**src/rtl/sdram_arbit_pkg.sv**
```systemverilog
// Shared definitions for the SDRAM command arbiter: command encodings, FSM states, refresh default.
// Optional round-robin WR/RD arbitration is enabled with `define SDRAM_ARB_RR_EN.
package sdram_arbit_pkg;

    // {cs_n, ras_n, cas_n, we_n}
    localparam logic [3:0] CMD_NOP  = 4'b0111;
    localparam logic [3:0] CMD_PRE  = 4'b0010;
    localparam logic [3:0] CMD_AREF = 4'b0001;
    localparam logic [3:0] CMD_MSET = 4'b0000;
    localparam logic [3:0] CMD_ACT  = 4'b0011;
    localparam logic [3:0] CMD_WR   = 4'b0100;
    localparam logic [3:0] CMD_RD   = 4'b0101;

    localparam int REF_CYCLES_DEF = 780;

    typedef enum logic [4:0] {
        S_INIT  = 5'b00001,
        S_ARBIT = 5'b00010,
        S_AREF  = 5'b00100,
        S_WR    = 5'b01000,
        S_RD    = 5'b10000
    } state_t;

    function automatic logic [3:0] cmd_or_nop(input logic use_cmd, input logic [3:0] cmd);
        return use_cmd ? cmd : CMD_NOP;
    endfunction

endpackage

```
**src/rtl/sdram_arbit_if.sv**
```systemverilog
// Engine-side request/grant/command bundle and SDRAM pin outputs of the arbiter.
// slave = arbiter view, master = engines/sdram top view.
interface sdram_arbit_if #(
    parameter int ADDR_W = 13,
    parameter int BA_W   = 2
);
    logic              init_end;
    logic [3:0]        init_cmd;
    logic [ADDR_W-1:0] init_addr;
    logic [3:0]        ref_cmd;
    logic [ADDR_W-1:0] ref_addr;
    logic              flag_ref_end;
    logic              wr_req;
    logic [3:0]        wr_cmd;
    logic [ADDR_W-1:0] wr_addr;
    logic [BA_W-1:0]   wr_bank;
    logic              flag_wr_end;
    logic              rd_req;
    logic [3:0]        rd_cmd;
    logic [ADDR_W-1:0] rd_addr;
    logic [BA_W-1:0]   rd_bank;
    logic              flag_rd_end;

    logic              ref_req;
    logic              ref_en;
    logic              wr_en;
    logic              rd_en;
    logic              sdram_cke;
    logic              sdram_cs_n;
    logic              sdram_ras_n;
    logic              sdram_cas_n;
    logic              sdram_we_n;
    logic [ADDR_W-1:0] sdram_addr;
    logic [BA_W-1:0]   sdram_ba;

    modport slave (
        input  init_end, init_cmd, init_addr,
        input  ref_cmd, ref_addr, flag_ref_end,
        input  wr_req, wr_cmd, wr_addr, wr_bank, flag_wr_end,
        input  rd_req, rd_cmd, rd_addr, rd_bank, flag_rd_end,
        output ref_req, ref_en, wr_en, rd_en,
        output sdram_cke, sdram_cs_n, sdram_ras_n, sdram_cas_n, sdram_we_n,
        output sdram_addr, sdram_ba
    );

    modport master (
        output init_end, init_cmd, init_addr,
        output ref_cmd, ref_addr, flag_ref_end,
        output wr_req, wr_cmd, wr_addr, wr_bank, flag_wr_end,
        output rd_req, rd_cmd, rd_addr, rd_bank, flag_rd_end,
        input  ref_req, ref_en, wr_en, rd_en,
        input  sdram_cke, sdram_cs_n, sdram_ras_n, sdram_cas_n, sdram_we_n,
        input  sdram_addr, sdram_ba
    );

endinterface

```
**src/rtl/sdram_arbit_ref_timer.sv**
```systemverilog
// Auto-refresh interval timer: free-runs once the arbiter leaves init and raises ref_req
// every REF_CYCLES cycles; a single pending flag, so overlapping expiries collapse into one.
module sdram_arbit_ref_timer #(
    parameter int REF_CYCLES = 780
) (
    input  logic sclk,
    input  logic s_rst,
    input  logic run,
    input  logic ref_en,
    output logic ref_req
);

    localparam int CNT_W = (REF_CYCLES > 1) ? $clog2(REF_CYCLES) : 1;
    localparam logic [CNT_W-1:0] LAST = CNT_W'(REF_CYCLES - 1);

    logic [CNT_W-1:0] cnt;
    logic             expire;

    assign expire = run && (cnt == LAST);

    always_ff @(posedge sclk or posedge s_rst) begin
        if (s_rst) begin
            cnt     <= '0;
            ref_req <= 1'b0;
        end else begin
            if (!run || expire)
                cnt <= '0;
            else
                cnt <= cnt + 1'b1;

            // a new expiry outranks the grant clearing the previous one
            if (expire)
                ref_req <= 1'b1;
            else if (ref_en)
                ref_req <= 1'b0;
        end
    end

endmodule

```
**src/rtl/sdram_arbit.sv**
```systemverilog
// SDRAM command scheduler: init hold, AREF > WR > RD arbitration, one-cycle grants, pin mux.
// `define SDRAM_ARB_RR_EN switches WR/RD to round-robin; refresh stays highest priority.
module sdram_arbit
    import sdram_arbit_pkg::*;
#(
    parameter int REF_CYCLES = REF_CYCLES_DEF,
    parameter int ADDR_W     = 13,
    parameter int BA_W       = 2
) (
    input  logic            sclk,
    input  logic            s_rst,
    sdram_arbit_if.slave    bus
);

    state_t state, state_nxt;
    logic   ref_en_nxt, wr_en_nxt, rd_en_nxt;
    logic   wr_first;
    logic   ref_req;

    logic [3:0]        cmd_mux;
    logic [ADDR_W-1:0] addr_mux;
    logic [BA_W-1:0]   ba_mux;

    sdram_arbit_ref_timer #(
        .REF_CYCLES (REF_CYCLES)
    ) u_ref_timer (
        .sclk    (sclk),
        .s_rst   (s_rst),
        .run     (state != S_INIT),
        .ref_en  (bus.ref_en),
        .ref_req (ref_req)
    );

    assign bus.ref_req = ref_req;

`ifdef SDRAM_ARB_RR_EN
    // 1 = write engine was served last; reset favours write first
    logic last_wr;

    always_ff @(posedge sclk or posedge s_rst) begin
        if (s_rst)
            last_wr <= 1'b0;
        else if (wr_en_nxt)
            last_wr <= 1'b1;
        else if (rd_en_nxt)
            last_wr <= 1'b0;
    end

    assign wr_first = bus.wr_req && !(bus.rd_req && last_wr);
`else
    assign wr_first = bus.wr_req;
`endif

    always_ff @(posedge sclk or posedge s_rst) begin
        if (s_rst) begin
            state      <= S_INIT;
            bus.ref_en <= 1'b0;
            bus.wr_en  <= 1'b0;
            bus.rd_en  <= 1'b0;
        end else begin
            state      <= state_nxt;
            bus.ref_en <= ref_en_nxt;
            bus.wr_en  <= wr_en_nxt;
            bus.rd_en  <= rd_en_nxt;
        end
    end

    always_comb begin
        state_nxt  = state;
        ref_en_nxt = 1'b0;
        wr_en_nxt  = 1'b0;
        rd_en_nxt  = 1'b0;
        unique case (state)
            S_INIT:  if (bus.init_end) state_nxt = S_ARBIT;
            S_ARBIT: begin
                if (ref_req) begin
                    state_nxt  = S_AREF;
                    ref_en_nxt = 1'b1;
                end else if (wr_first) begin
                    state_nxt = S_WR;
                    wr_en_nxt = 1'b1;
                end else if (bus.rd_req) begin
                    state_nxt = S_RD;
                    rd_en_nxt = 1'b1;
                end
            end
            S_AREF:  if (bus.flag_ref_end) state_nxt = S_ARBIT;
            S_WR:    if (bus.flag_wr_end)  state_nxt = S_ARBIT;
            S_RD:    if (bus.flag_rd_end)  state_nxt = S_ARBIT;
            default: state_nxt = S_INIT;
        endcase
    end

    // engine commands pass straight through; NOP while reset is held
    always_comb begin
        cmd_mux  = CMD_NOP;
        addr_mux = '0;
        ba_mux   = '0;
        if (!s_rst) begin
            unique case (state)
                S_INIT: begin
                    cmd_mux  = bus.init_cmd;
                    addr_mux = bus.init_addr;
                end
                S_AREF: begin
                    cmd_mux  = bus.ref_cmd;
                    addr_mux = bus.ref_addr;
                end
                S_WR: begin
                    cmd_mux  = bus.wr_cmd;
                    addr_mux = bus.wr_addr;
                    ba_mux   = bus.wr_bank;
                end
                S_RD: begin
                    cmd_mux  = bus.rd_cmd;
                    addr_mux = bus.rd_addr;
                    ba_mux   = bus.rd_bank;
                end
                default: cmd_mux = cmd_or_nop(1'b0, bus.init_cmd);
            endcase
        end
    end

    assign bus.sdram_cke = 1'b1;
    assign {bus.sdram_cs_n, bus.sdram_ras_n, bus.sdram_cas_n, bus.sdram_we_n} = cmd_mux;
    assign bus.sdram_addr = addr_mux;
    assign bus.sdram_ba   = ba_mux;

endmodule

```
**src/flat_wrapper.sv**
```systemverilog
// flat-port wrapper written by rule: the top's interface ports become plain ports
module sdram_arbit_flat import sdram_arbit_pkg::*;
#(
    parameter int REF_CYCLES = REF_CYCLES_DEF,
    parameter int ADDR_W     = 13,
    parameter int BA_W       = 2
)
  (sclk, s_rst, bus_init_end, bus_init_cmd, bus_init_addr, bus_ref_cmd, bus_ref_addr, bus_flag_ref_end, bus_wr_req, bus_wr_cmd, bus_wr_addr, bus_wr_bank, bus_flag_wr_end, bus_rd_req, bus_rd_cmd, bus_rd_addr, bus_rd_bank, bus_flag_rd_end, bus_ref_req, bus_ref_en, bus_wr_en, bus_rd_en, bus_sdram_cke, bus_sdram_cs_n, bus_sdram_ras_n, bus_sdram_cas_n, bus_sdram_we_n, bus_sdram_addr, bus_sdram_ba);
  sdram_arbit_if #(.ADDR_W(ADDR_W), .BA_W(BA_W)) bus_i ();
  input  logic sclk;
  input  logic s_rst;
  input wire logic [$bits(bus_i.init_end)-1:0] bus_init_end;
  input wire logic [$bits(bus_i.init_cmd)-1:0] bus_init_cmd;
  input wire logic [$bits(bus_i.init_addr)-1:0] bus_init_addr;
  input wire logic [$bits(bus_i.ref_cmd)-1:0] bus_ref_cmd;
  input wire logic [$bits(bus_i.ref_addr)-1:0] bus_ref_addr;
  input wire logic [$bits(bus_i.flag_ref_end)-1:0] bus_flag_ref_end;
  input wire logic [$bits(bus_i.wr_req)-1:0] bus_wr_req;
  input wire logic [$bits(bus_i.wr_cmd)-1:0] bus_wr_cmd;
  input wire logic [$bits(bus_i.wr_addr)-1:0] bus_wr_addr;
  input wire logic [$bits(bus_i.wr_bank)-1:0] bus_wr_bank;
  input wire logic [$bits(bus_i.flag_wr_end)-1:0] bus_flag_wr_end;
  input wire logic [$bits(bus_i.rd_req)-1:0] bus_rd_req;
  input wire logic [$bits(bus_i.rd_cmd)-1:0] bus_rd_cmd;
  input wire logic [$bits(bus_i.rd_addr)-1:0] bus_rd_addr;
  input wire logic [$bits(bus_i.rd_bank)-1:0] bus_rd_bank;
  input wire logic [$bits(bus_i.flag_rd_end)-1:0] bus_flag_rd_end;
  output wire logic [$bits(bus_i.ref_req)-1:0] bus_ref_req;
  output wire logic [$bits(bus_i.ref_en)-1:0] bus_ref_en;
  output wire logic [$bits(bus_i.wr_en)-1:0] bus_wr_en;
  output wire logic [$bits(bus_i.rd_en)-1:0] bus_rd_en;
  output wire logic [$bits(bus_i.sdram_cke)-1:0] bus_sdram_cke;
  output wire logic [$bits(bus_i.sdram_cs_n)-1:0] bus_sdram_cs_n;
  output wire logic [$bits(bus_i.sdram_ras_n)-1:0] bus_sdram_ras_n;
  output wire logic [$bits(bus_i.sdram_cas_n)-1:0] bus_sdram_cas_n;
  output wire logic [$bits(bus_i.sdram_we_n)-1:0] bus_sdram_we_n;
  output wire logic [$bits(bus_i.sdram_addr)-1:0] bus_sdram_addr;
  output wire logic [$bits(bus_i.sdram_ba)-1:0] bus_sdram_ba;
  assign bus_i.init_end = bus_init_end;
  assign bus_i.init_cmd = bus_init_cmd;
  assign bus_i.init_addr = bus_init_addr;
  assign bus_i.ref_cmd = bus_ref_cmd;
  assign bus_i.ref_addr = bus_ref_addr;
  assign bus_i.flag_ref_end = bus_flag_ref_end;
  assign bus_i.wr_req = bus_wr_req;
  assign bus_i.wr_cmd = bus_wr_cmd;
  assign bus_i.wr_addr = bus_wr_addr;
  assign bus_i.wr_bank = bus_wr_bank;
  assign bus_i.flag_wr_end = bus_flag_wr_end;
  assign bus_i.rd_req = bus_rd_req;
  assign bus_i.rd_cmd = bus_rd_cmd;
  assign bus_i.rd_addr = bus_rd_addr;
  assign bus_i.rd_bank = bus_rd_bank;
  assign bus_i.flag_rd_end = bus_flag_rd_end;
  assign bus_ref_req = bus_i.ref_req;
  assign bus_ref_en = bus_i.ref_en;
  assign bus_wr_en = bus_i.wr_en;
  assign bus_rd_en = bus_i.rd_en;
  assign bus_sdram_cke = bus_i.sdram_cke;
  assign bus_sdram_cs_n = bus_i.sdram_cs_n;
  assign bus_sdram_ras_n = bus_i.sdram_ras_n;
  assign bus_sdram_cas_n = bus_i.sdram_cas_n;
  assign bus_sdram_we_n = bus_i.sdram_we_n;
  assign bus_sdram_addr = bus_i.sdram_addr;
  assign bus_sdram_ba = bus_i.sdram_ba;
  sdram_arbit #(.REF_CYCLES(REF_CYCLES), .ADDR_W(ADDR_W), .BA_W(BA_W)) u_core (.sclk(sclk), .s_rst(s_rst), .bus(bus_i));
endmodule
```
**config.mk**
```make
export PLATFORM = sky130hd
export DESIGN_NAME = sdram_arbit_flat
export DESIGN_NICKNAME = d
export VERILOG_FILES = /design/src/rtl/sdram_arbit_pkg.sv /design/src/rtl/sdram_arbit_if.sv /design/src/rtl/sdram_arbit_ref_timer.sv /design/src/rtl/sdram_arbit.sv /design/src/flat_wrapper.sv
export SDC_FILE = /design/constraint.sdc
export NUM_CORES = 1
export LEC_CHECK = 0
export CELL_PAD_IN_SITES_DETAIL_PLACEMENT = 0
export CELL_PAD_IN_SITES_GLOBAL_PLACEMENT = 1
export CORE_MARGIN = 4
export CORE_UTILIZATION = 21
export DETAILED_ROUTE_END_ITERATION = 12
export PLACE_DENSITY_LB_ADDON = 0.08
export SETUP_SLACK_MARGIN = 0.5
export SYNTH_ARGS = -nofsm -noshare
export SYNTH_HDL_FRONTEND = slang
export SYNTH_SLANG_ARGS = --single-unit
```
**constraint.sdc**
```tcl
create_clock -name sclk -period 1.95 [get_ports sclk]
set_input_delay 0.195 -clock sclk [delete_from_list [all_inputs] [get_ports sclk]]
set_output_delay 0.195 -clock sclk [all_outputs]
set_load 0.02 [all_outputs]
```
==> results of run 1 <==
==> power by group <==
group          total (uW)  switching, uW  internal [uW]
Sequential            544           73.6            471
Clock                 274            132            142
Combinational        1920            941            979
Total                2740           1150           1590
==> worst max-delay path, delay by kind of cell (launching register included) <==
family	cells	cell delay, ps
compound gates	2	220
simple gates	2	720
buf+inv	4	550
flops	1	400
==> worst max-delay path by stage <==
stage	endpoint	slack, ps	depth (start not counted)
after floorplan	bus_sdram_addr[10]	-20	4
after global placement	bus_sdram_addr[9]	-540	4
after detailed placement	bus_sdram_addr[9]	-550	4
after CTS	bus_sdram_addr[6]	-380	8
after global routing	bus_sdram_addr[0]	-450	8
final	bus_sdram_addr[6]	-390	8
==> kinds of logic (layout without fill, tap and decap cells) <==
| kind of cell | Yosys count | count (layout) |
|---|---|---|
| xor+xnor | 9 | 9 |
| buf+inv | 12 | 146 |
| other cells | 1 | 1 |
| flops | 19 | 19 |
| compound gates | 58 | 59 |
| simple gates | 51 | 51 |
| fa+ha+maj | 1 | 1 |
==> final cells by class <==
| class | instances | area [um^2] |
|---|---|---|
| tap | 77 | 96.3 |
| multi-input combinational | 121 | 1160 |
| timing repair buffer | 137 | 1450 |
| sequential | 19 | 479 |
| inverter | 5 | 18.8 |
| clock buffer | 3 | 41.3 |
| clock inverter | 1 | 5.00 |
| fill | 612 | 3210 |
==> timing repair <==
| item | in CTS | in global routing |
|---|---|---|
| cloned | 2 | 2 |
| buffers inserted | 13 | 1 |
| hold endpoints to repair | 0 | 0 |
| endpoints found under the setup margin | 37 | 38 |
| pin swaps | 12 | 7 |
| gates resized for setup | 135 | 34 |
| hold buffers | 0 | 0 |
==> layer usage <==
| layer | wire length [um] | up-vias | part of all wire [%] |
|---|---|---|---|
| met2 | 3660 | 32 | 56 |
| met5 | 0 | - | 0 |
| li1 | - | 855 | - |
| met4 | 102 | 0 | 1.6 |
| met1 | 2620 | 842 | 40 |
| met3 | 158 | 6 | 2.4 |
==> cell usage in the layout (no fill, tap or decap), types with 4 or more instances in the layout <==
master	count
buf_4	16
nor2_1	6
inv_1	5
a22oi_2	5
nor2_4	10
xnor2_1	6
a22oi_1	31
clkdlybuf4s50_1	81
a21oi_4	10
nand3_1	4
dfrtp_1	16
a21oi_2	4
buf_6	32
==> metrics by stage <==
| step | area (um^2) | setup WS (ps) | hold WS (ps) | std cells |
|---|---|---|---|---|
| floorplan | 1540 | -19.5 | 145 | 151 |
| global placement | 2750 | -540 | 456 | 341 |
| detailed placement | 2750 | -547 | 466 | 341 |
| CTS | 3050 | -379 | 438 | 360 |
| global route | 3250 | -451 | 464 | 363 |
| finish | 3250 | -387 | 432 | 363 |
==> flip-flops by register name, indices dropped and copies added (netlist names) <==
signal                      count
u_core.state                    5
u_core.u_ref_timer.ref_req      1
u_core.u_ref_timer.cnt         10
u_core.bus.wr_en                1
u_core.bus.rd_en                1
u_core.bus.ref_en               1
==> results.yml, run 1 <==
run_status:
  status: "finished, violations left"
  violations: "setup timing"
floorplan:
  num_rows: 29
  initial_core_util_pct: 21.9
  die_h_um: 90.1
  die_area_mm2: 0.00812
  die_w_um: 90.1
  core_mm2: 0.00646
  num_io_pins: 104
clocking:
  cts_sinks: 19
  clk-insertion-delay-late_ps: 250
  clockBufferDepth: 2
  cts_buffers: 3
  cts_tree: "built"
  htreeDepth: 1
  root_buffer: "clkbuf_8"
  clk_pin_slew_ps: 80
finish:
  n_antenna_cell: 0
  final_layout_size_suffix_gt1_share_pct: 39.9
  final_util_pct: 50.3
  syn2layout_area_growth_pct: 130
  final_nets: 368
sta:
  final-max-slew-violation-count: 0
  grt_setup_unrepaired: "true"
  layout_setup_ws_ps: -387
  period_needed_ps: 2340
  setup_viol: 20
  final_hold_viol_count: 0
  finalCritPeriodShare_pct: 120
  setup_tns_ps: -6420
  clock_skew_ps: 7.58
  fmax_ghz: 0.428
grt:
  use_met3_pct: 2.75
  top_usage_layer: "met2"
  grt_pass1_wl_um: 10100
  antenna_found_initial: 0
  met1_usage_pct: 17.8
  grt_max_degree: 20
  grt_pass1_vias: 1855
  met2_usage_pct: 29.9
  grt_usage_pct: 15.4
  globalRouteOverflowTotal: 0
setup_path:
  worstPathCellList: "or4b_4 > buf_6 > nor2_4 > buf_12 > clkbuf_16 > a22oi_2 > a21oi_4 > buf_6"
  start_kind: "register"
  r2r-end: "u_core.state[1]$_DFFE_PP0P_"
  r2r_slack_ps: -90
  required_ps: 1750
  slowest_stage: "or4b_4"
  crit_type: "reg2out"
  r2r_cells: 7
  worstPathArrival_ps: 2140
  r2r-start: "u_core.state[3]$_DFFE_PP0P_"
  crit_start: "u_core.state[3]$_DFFE_PP0P_"
  cpMostUsedCell: "buf_6"
  cp_slowest_stage_delay_ps: 580
  end_kind: "output port"
  worstPathMaxFanout: 4
power:
  power.density_mw_per_mm2: 842
  p_leak_uw: 0.00119
  power.total_uw: 2740
  vdd_drop_max_uv: 673
route:
  final_antenna_net_count: 0
  drt_iter0_markers: 53
  wl_per_cell_um: 18.0
  vias_per_cell: 4.78
  firstDrtPassIters: 4
  drc: 0
  vias: 1735
  routed_wl_um: 6540
synthesis:
  synth_mux_area_share_pct: 0
  synthArstFlopShare_pct: 100
  ys_types: 41
  yosysMostFrequentCell: "a22oi_1"
  synth_edf_count: 0
  synth_area_leaders: "dfrtp_1, a22oi_1, a21oi_2"
  yosys_warnings: 0
  synth-seq-cells: 19
  synth_cells: 151
  synth_area_mm2: 0.00142
  synthSimpleGateAreaFrac_pct: 22.9
  synth_top_cell_area_share_pct: 31.8
  ys.flop_type: "dfrtp_1"
  synth_common_cells: "a22oi_1, dfrtp_1, nor2_1"
  syn-num-nets: 232
  syn_area_per_cell_um2: 9.37
  synthXorXnorAreaFrac_pct: 5.57
  synth_largest_area_cell: "dfrtp_1"
  synth_compound_area_share_pct: 31.7
  synth_top_family_by_area: "compound AO/OA/AOI/OAI gates"
  ys_seq_area_share_pct: 33.7
  synthAdderAreaFrac_pct: 0.884
run:
  maxCapViolCount: 0
place:
  hpwl_um: 4820
  gp_congestion: 0.740
  io_buffers: 102
min_path:
  hp-class: "in2async"
Note: power is estimated with default switching activity, not from simulation.
==> run 2: changes to the inputs <==
--- a/config.mk
+++ b/config.mk
@@ -8,7 +8,8 @@
 export CELL_PAD_IN_SITES_DETAIL_PLACEMENT = 0
 export CELL_PAD_IN_SITES_GLOBAL_PLACEMENT = 1
 export CORE_MARGIN = 4
-export CORE_UTILIZATION = 21
+export CORE_UTILIZATION = 22
+export CTS_BUF_LIST = sky130_fd_sc_hd__clkbuf_8
 export DETAILED_ROUTE_END_ITERATION = 12
 export PLACE_DENSITY_LB_ADDON = 0.08
 export SETUP_SLACK_MARGIN = 0.5
==> run 2 against run 1 <==
Net effect:
- the flow still finishes with violations (setup timing)
- worst hold slack gained 46 ps
- non-clock buffer count decreased by 5
- clock power fell by 4%
- die area is 4.2% lower
- global-route usage down 0.95 points
- register-to-register slack better by 110 ps
- cell area is the same
- critical endpoint is now bus_sdram_addr[5]
- largest cell class unchanged
- largest power group unchanged
==> results.yml, run 2 (same netlist as run 1, synthesis figures left out) <==
finish:
  largest_reg_flops: 10
  final_util_pct: 53.3
  reg.largest.list: "u_core.u_ref_timer.cnt x10, u_core.state x5"
  final_cell_area_mm2: 0.00325
  largest-register: "u_core.u_ref_timer.cnt"
  fillers: 582
  final_nets: 363
  n_antenna_cell: 0
  syn2layout_area_growth_pct: 130
  layout_commonest_cell: "clkdlybuf4s50_1"
  layout_common_cells: "clkdlybuf4s50_1, buf_6, a22oi_1"
  final_layout_size_suffix_gt1_share_pct: 40.9
route:
  final_antenna_net_count: 0
  vias_per_cell: 4.76
  vias: 1696
  firstDrtPassIters: 4
  drc: 0
  wl_per_cell_um: 16.4
  drt_iter0_markers: 44
  routed_wl_um: 5840
sta:
  layout_setup_ws_ps: -345
  period_needed_ps: 2290
  finalCritPeriodShare_pct: 118
  fmax_ghz: 0.436
  clock_skew_ps: 2.69
  final_hold_viol_count: 0
  grt_setup_unrepaired: "true"
  final-max-slew-violation-count: 0
  setup_viol: 19
power:
  switching_power_uw: 1160
  pwr-share-seq_pct: 19.0
  power.density_mw_per_mm2: 880
  p_sw_share_pct: 40.5
  p_int_uw: 1700
  p_clk_share_pct: 9.2
  p_comb_share_pct: 71.8
  p_leak_uw: 0.00118
  vdd_drop_max_uv: 505
place:
  io_buffers: 102
  hpwl_um: 4250
  gp_congestion: 0.702
  dpl-instance-area_mm2: 0.00276
setup_path:
  r2r-start: "u_core.state[3]$_DFFE_PP0P_"
  slowest_stage: "or4b_4"
  worstPathArrival_ps: 2100
  cpMostUsedCell: "buf_6"
  worstPathCellList: "or4b_4 > buf_6 > nor2_4 > buf_12 > a22oi_1 > a21oi_4 > buf_6"
  crit_type: "reg2out"
  end_kind: "output port"
  start_kind: "register"
  crit_family: "simple AND/OR/NAND/NOR gates"
  cp_slowest_stage_delay_ps: 570
  required_ps: 1750
  worstPathMaxFanout: 10
  crit_start: "u_core.state[3]$_DFFE_PP0P_"
  path_buf_inv: 3
run_status:
  violations: "setup timing"
  status: "finished, violations left"
grt:
  grt_pass1_wl_um: 8800
  grt_pass1_vias: 1727
  globalRouteOverflowTotal: 0
  antenna_found_initial: 0
  grt_usage_pct: 14.5
  grt_max_degree: 20
clocking:
  cts_sinks: 19
  clockBufferDepth: 2
  cts_buffers: 3
  htreeDepth: 1
  clk_pin_slew_ps: 70
  root_buffer: "clkbuf_8"
  ctsHoldBuffers: 0
  cts_tree: "built"
  clk-insertion-delay-late_ps: 250
floorplan:
  initial_core_util_pct: 23.2
  die_w_um: 88.2
  num_rows: 28
  num_io_pins: 104
  core_mm2: 0.00610
  die_h_um: 88.2
  die_area_mm2: 0.00778
min_path:
  hp-class: "reg2reg"
  worstHoldStart: "u_core.bus.ref_en$_DFF_PP0_"
run:
  maxCapViolCount: 0
## run 2: final cells by class
| type | count | area, um^2 | share of cell area [%] |
|---|---|---|---|
| Clock buffer | 3 | 41.3 | 1.27 |
| Clock inverter | 1 | 3.75 | 0.115 |
| Inverter | 5 | 18.8 | 0.577 |
| Multi-Input combinational cell | 121 | 1200 | 36.9 |
| Sequential cell | 19 | 478 | 14.7 |
| Tap cell | 75 | 93.8 | 2.89 |
| Timing Repair Buffer | 132 | 1420 | 43.6 |
## run 2: per-stage QoR
stage               total power (uW)  setup TNS (ps)  std cells  hold slack (ps)  setup slack [ps]
floorplan                       1430            -195        151              145             -19.5
global placement                1990           -9700        338              462              -533
detailed placement              1990          -10010        338              465              -554
CTS                             2750           -6380        352              476              -377
global route                    3040           -8030        356              495              -452
finish                          2860           -6020        356              478              -345
## run 2: repair_timing
| action | 4_1_cts | 5_1_grt |
|---|---|---|
| buffers inserted | 8 | 2 |
| cloned | 2 | 2 |
| pin swaps | 19 | 10 |
| resized for setup | 143 | 31 |
| endpoints found under the setup margin | 38 | 38 |
## run 2: power groups by stage
stage / sequential (uW) / combinational, uW / clock (uW)
detailed placement: 542 / 1450 / 0
CTS: 538 / 1930 / 281
finish: 545 / 2050 / 264
global placement: 543 / 1450 / 0
floorplan: 543 / 887 / 0
global route: 557 / 2190 / 291
## run 2: final timing paths
check	to	slack, ps	depth (start not counted)
hold / removal	u_core.u_ref_timer.ref_req$_DFFE_PP0P_	480	1
min in group asynchronous	u_core.state[4]$_DFFE_PP0P_	500	4
hold reg to reg	u_core.u_ref_timer.ref_req$_DFFE_PP0P_	480	1
setup / recovery	bus_sdram_addr[5]	-340	7
max in group asynchronous	u_core.state[0]$_DFFE_PP1P_	1170	4
setup reg to reg	u_core.state[1]$_DFFE_PP0P_	20	6
## run 2: routing by layer
layer | share of wire [%] | vias to the layer above | track usage (%)
met1 | 42 | 801 | 17.9
met4 | 0 | 0 | 0.412
met2 | 51 | 50 | 26.2
met3 | 7.2 | 0 | 4.23
li1 | - | 845 | -
met5 | 0 | - | 0
==> RTL change 1: new RTL, flow settings as in run 2 <==
Encoding of `state_t`: now binary (3 bits for 5 states).
--- a/src/rtl/sdram_arbit_pkg.sv
+++ b/src/rtl/sdram_arbit_pkg.sv
@@ -15,8 +15,8 @@
 
-    typedef enum logic [4:0] {
-        S_INIT  = 5'b00001,
-        S_ARBIT = 5'b00010,
-        S_AREF  = 5'b00100,
-        S_WR    = 5'b01000,
-        S_RD    = 5'b10000
+    typedef enum logic [2:0] {
+        S_INIT  = 3'd0,
+        S_ARBIT = 3'd1,
+        S_AREF  = 3'd2,
+        S_WR    = 3'd3,
+        S_RD    = 3'd4
     } state_t;
Function: same outputs for any inputs over 10 cycles, from zero or initial values and one cycle with s_rst high; not proved beyond that.
==> RTL change 1 against run 2 <==
  * The flow still finishes with violations (negative setup slack)
  * Synthesized cell count grew 6.0%
  * Hold slack got worse by 31 ps
  * Sequential power down 5.5%
  * Power grew 13%
  * Synthesized area fell by 0.27%
  * Design area is 4.2% lower
  * Clock power down 6%
  * Die area down 0.24%
  * Wire length fell by 0.87%
  * Non-clock buffer count is 3 higher
  * Sequential cell count is 2 lower
  * Maximum frequency increased by 15%
  * Setup slack better by 300 ps
  * Register-to-register slack improved by 20 ps
  * Largest cell class unchanged
  * Largest power group unchanged
==> RTL change 1: results (changes against run 2) <==
* Grt met2 use at 0.2630 (+0.0006072)
* Dpl cells at 341 (+0.89%)
* Critical-path top delay cell: dfrtp_2
* Status: finished with violations
* Reg2Reg Depth at 9 (+3)
* Net switching fraction of the power at 0.4055 (+0.0005177)
* Met1 WL at 2413 µm (-0.62%)
* Final worst slack at -43.40 ps (+301.2 ps)
* Met3 Usage GRT at 0.02070 (-0.02164)
* Combinational share of power at 0.764 (+0.046)
* Clock power share at 0.077 (-0.015)
* Met3 routed WL at 554 µm (+33%)
* Worst path max stage delay at 460 ps (-110 ps)
* Post-CTS Setup Bufs at 13 (+5)
* Vias in the first global route at 1,843 (+6.7%)
* Top post-synthesis cells by area: dfrtp_1 (30%), a222oi_1 (9.2%), mux2_1 (7.2%), nor2_1 (6.6%), mux2_2 (5.6%)
* NonClk Buf Share at 0.4486 (+0.01304)
* Sequential share of the synthesized area at 0.3014 (-0.03545)
* Via Count at 1,767 (+4.2%)
* Filler cell count at 571 (-1.9%)
* # setup viols final at 4 (-15)
* Setup Skew at 4.007 ps (+1.317 ps)
* Syn avg cell area at 8.821 µm² (-5.9%)
* Highest metal used: met4
* Crit path max fanout at 4 (-6)
* Clock sink count at 17 (-2)
* Multi-input combinational cell count at 125 (+3.3%)
* Total global-route track usage at 0.1431 (-0.001737)
* Fraction of area in registers at 0.1369 (-0.01003)
* Post-synthesis adder-cell area fraction at 0.008865 (+0.00002352)
* Routed wire per std cell at 16.03 µm (-2.2%)
* Maximum VDD drop at 0.0005497 V (+8.8%)
* DP Wirelength at 4266 µm (+0.29%)
* Fraction of synthesized area in multiplexers at 0.1418 (+0.1418)
* List of most frequent post-synthesis cells: nor2_1 (25), dfrtp_1 (17), a222oi_1 (13)
* Largest net degree at the start of global routing at 18 (-10%)
* Failing checks: negative setup slack
* GP Congestion at 0.7555 (+7.7%)
* CP top delay family: flip-flops
* Post-Synth XOR/XNOR Area at 0.01862 (-0.03709)
* Nets at 368 (+1.4%)
* # resized after CTS at 144 (+0.70%)
* Vias/cell at 4.895 (+2.7%)
* Largest registers: u_core.u_ref_timer.cnt: 10 flops, u_core.state: 3 flops
* M1 GR Usage at 0.1767 (-0.002535)
* Non-clk bufs at 135 (+2.3%)
* Synth Area in Compound Gates at 0.2243 (-0.09224)
* Distinct cells, synth at 46 (+12%)
* First-pass GRT wire length at 8949 µm (+1.7%)
* Clock-cell share of area at 0.01446 (+0.0006063)
* Num CTS Buffers at 3 (unchanged)
* LEAKAGE at 1.217 nW (+2.9%)
* Fraction of area in multi-input gates at 0.3639 (-0.005132)
* Place WS at -144.5 ps (+409.1 ps)
* Met2 routed WL at 2752 µm (-8.0%)
* Syn Nets at 241 (+3.9%)
RTL change 1: path summary, 6_finish.rpt:
kind | slack [ps] | end | startpoint
setup reg to reg | 40 | u_core.state[2]$_DFFE_PP0P_ | u_core.state[1]$_DFFE_PP0P_
max in group asynchronous | 1160 | u_core.state[1]$_DFFE_PP0P_ | s_rst
hold / removal | 450 | u_core.u_ref_timer.ref_req$_DFFE_PP0P_ | u_core.bus.ref_en$_DFF_PP0_
min in group asynchronous | 590 | u_core.u_ref_timer.cnt[2]$_DFF_PP0_ | s_rst
hold reg to reg | 450 | u_core.u_ref_timer.ref_req$_DFFE_PP0P_ | u_core.bus.ref_en$_DFF_PP0_
setup / recovery | -40 | bus_sdram_addr[2] | u_core.state[1]$_DFFE_PP0P_
RTL change 1: through the flow:
step	total power (W)	TNS, ps	instance area, µm²
after floorplan	0.001677	0	1500
after global placement	0.002361	-1380	2666
after detailed placement	0.002348	-1504	2666
after CTS	0.003111	-148.9	3024
after global routing	0.003444	-1003	3115
final	0.003231	-103.0	3115
==> RTL change 2: new RTL, config.mk and constraints of run 2 <==
Without the edit above. Build with the macro `SDRAM_ARB_RR_EN` defined.
--- a/src/rtl/sdram_arbit.sv
+++ b/src/rtl/sdram_arbit.sv
@@ -2,2 +2,4 @@
 // `define SDRAM_ARB_RR_EN switches WR/RD to round-robin; refresh stays highest priority.
+`define SDRAM_ARB_RR_EN
+
 module sdram_arbit
Formal check against the unedited RTL: not equivalent (Yosys sat finds a counterexample within 10 cycles, from zero or initial values and one cycle with s_rst high).
==> RTL change 2 against run 2 <==
  * The run still ends with negative setup slack left
  * Die area is 2.7% higher
  * Maximum frequency increased by 1.5%
  * Power shrank 2.8%
  * Synthesized area rose by 3.0%
  * Register-to-register slack gained 60 ps
  * Wire length grew 11%
  * Design area is 3.2% higher
  * Sequential power grew 5.3%
  * Count of clock-buffer cells in the layout rose by 1
  * Combinational power shrank 8%
  * Sequential cell count is 1 higher
  * Setup slack improved by 35 ps
  * Via count up 11%
  * Largest power group unchanged
==> RTL change 2: results (changes against run 2) <==
* Fraction of area in multi-input gates at 0.3388 (-0.03019)
* First-pass GRT wire length at 8880 µm (+0.94%)
* # setup viols final at 19 (unchanged)
* Highest metal used: met4
* Filler cell count at 593 (+1.9%)
* Total global-route track usage at 0.1442 (-0.0006322)
* Maximum VDD drop at 0.0005161 V (+2.1%)
* Syn avg cell area at 8.475 µm² (-9.6%)
* DP Wirelength at 4666 µm (+9.7%)
* M1 GR Usage at 0.1721 (-0.007131)
* Post-Synth XOR/XNOR Area at 0.05408 (-0.001626)
* Sequential share of the synthesized area at 0.3442 (+0.007336)
* Setup Skew at 3.975 ps (+1.284 ps)
* Worst setup path end: bus_sdram_ras_n
* Syn Nets at 253 (+9.1%)
* Worst setup path start: u_core.state[0]$_DFFE_PP1P_
* R2r setup slk at 80 ps (+60 ps)
* NetSw at 0.001075 W (-7.3%)
* Grt met2 use at 0.2706 (+0.008190)
* Final worst slack at -309.8 ps (+34.84 ps)
* Met3 Usage GRT at 0.02673 (-0.01560)
* Met1 WL at 2671 µm (+10%)
* Asr flop ratio synth at 1.000 (unchanged)
* R2r startpoint: u_core.state[2]$_DFFE_PP0P_
* Combinational Power at 0.00189 W (-8%)
* Final wirelength at 6473 µm (+11%)
* Failing checks: negative setup slack
* List of most frequent post-synthesis cells: a22oi_1 (24), dfrtp_1 (19), nor2_1 (17)
* Maxcap violations at 0 (unchanged)
* Synth Area in Compound Gates at 0.2944 (-0.02211)
* Dpl cells at 372 (+10%)
* Largest net degree at the start of global routing at 21 (+5.0%)
* Status: finished with violations
* CP Data Arrival Time at 2060 ps (-40 ps)
* Tapcells at 77 (+2.7%)
* NonClk Buf Share at 0.4588 (+0.02326)
* Met3 routed WL at 377 µm (-9.8%)
* Crit path max fanout at 13 (+3)
* Top post-synthesis cells by area: dfrtp_1 (33%), a22oi_1 (12%), a21oi_1 (4.8%), nor2_1 (4.4%), a222oi_1 (4.1%)
* Net switching fraction of the power at 0.3863 (-0.01868)
* Nets at 397 (+9.4%)
* Vias in the first global route at 1,829 (+5.9%)
* Reg area at 501.7 µm² (+5.0%)
* Distinct cells, synth at 42 (+2.4%)
* First-pass iteration count of the detailed router at 4 (unchanged)
* Flops & latches, synth at 20 (+1)
* Layout cells sized above 1 at 0.3841 (-0.02513)
* Area grow syn2layout at 130.3%
* Clock-cell share of area at 0.01640 (+0.002548)
* LEAKAGE at 1.363 nW (+15%)
* Multi-input combinational cell count at 132 (+9.1%)
* Non-clk bufs at 152 (+15%)
* Post-synthesis adder-cell area fraction at 0.008584 (-0.0002580)
* GP Congestion at 0.7481 (+6.6%)
## RTL change 2: cell count changes after synthesis, moves of 3 or more
cell	change
clkbuf_1	+5
o21ai_0	+4
a21oi_2	-9
nor3_1	+3
a21oi_1	+10
a222oi_1	+6
a22oi_1	-12
nand2_1	+8
## RTL change 2: how the worst min path moves through the flow
stage,from,to,slack [ps],depth (start not counted)
after floorplan,s_rst,u_core.bus.rd_en$_DFF_PP0_,160,1
after global placement,u_core.bus.ref_en$_DFF_PP0_,u_core.u_ref_timer.ref_req$_DFFE_PP0P_,460,1
after detailed placement,u_core.bus.ref_en$_DFF_PP0_,u_core.u_ref_timer.ref_req$_DFFE_PP0P_,470,1
after CTS,u_core.bus.ref_en$_DFF_PP0_,u_core.u_ref_timer.ref_req$_DFFE_PP0P_,480,1
after global routing,u_core.u_ref_timer.cnt[0]$_DFF_PP0_,u_core.u_ref_timer.cnt[0]$_DFF_PP0_,510,1
final,u_core.bus.ref_en$_DFF_PP0_,u_core.u_ref_timer.ref_req$_DFFE_PP0P_,460,1
## RTL change 2: timing repair
action / CTS / global route
resized for setup: 124 / 23
hold endpoints to repair: 0 / 0
setup endpoints to repair: 39 / 40
pin swaps: 12 / 20
setup buffers: 7 / 5
gates cloned: 1 / 3
## RTL change 2: stage by stage
stage | hold WS (ps) | worst slack [ps] | setup TNS (ps)
after CTS | 478.6 | -315.9 | -5446
final | 463.2 | -309.8 | -4719
after floorplan | 158.1 | 9.207 | 0
after global routing | 508.2 | -370.0 | -6093
after detailed placement | 470.6 | -450.9 | -8073
after global placement | 464.3 | -436.6 | -7936
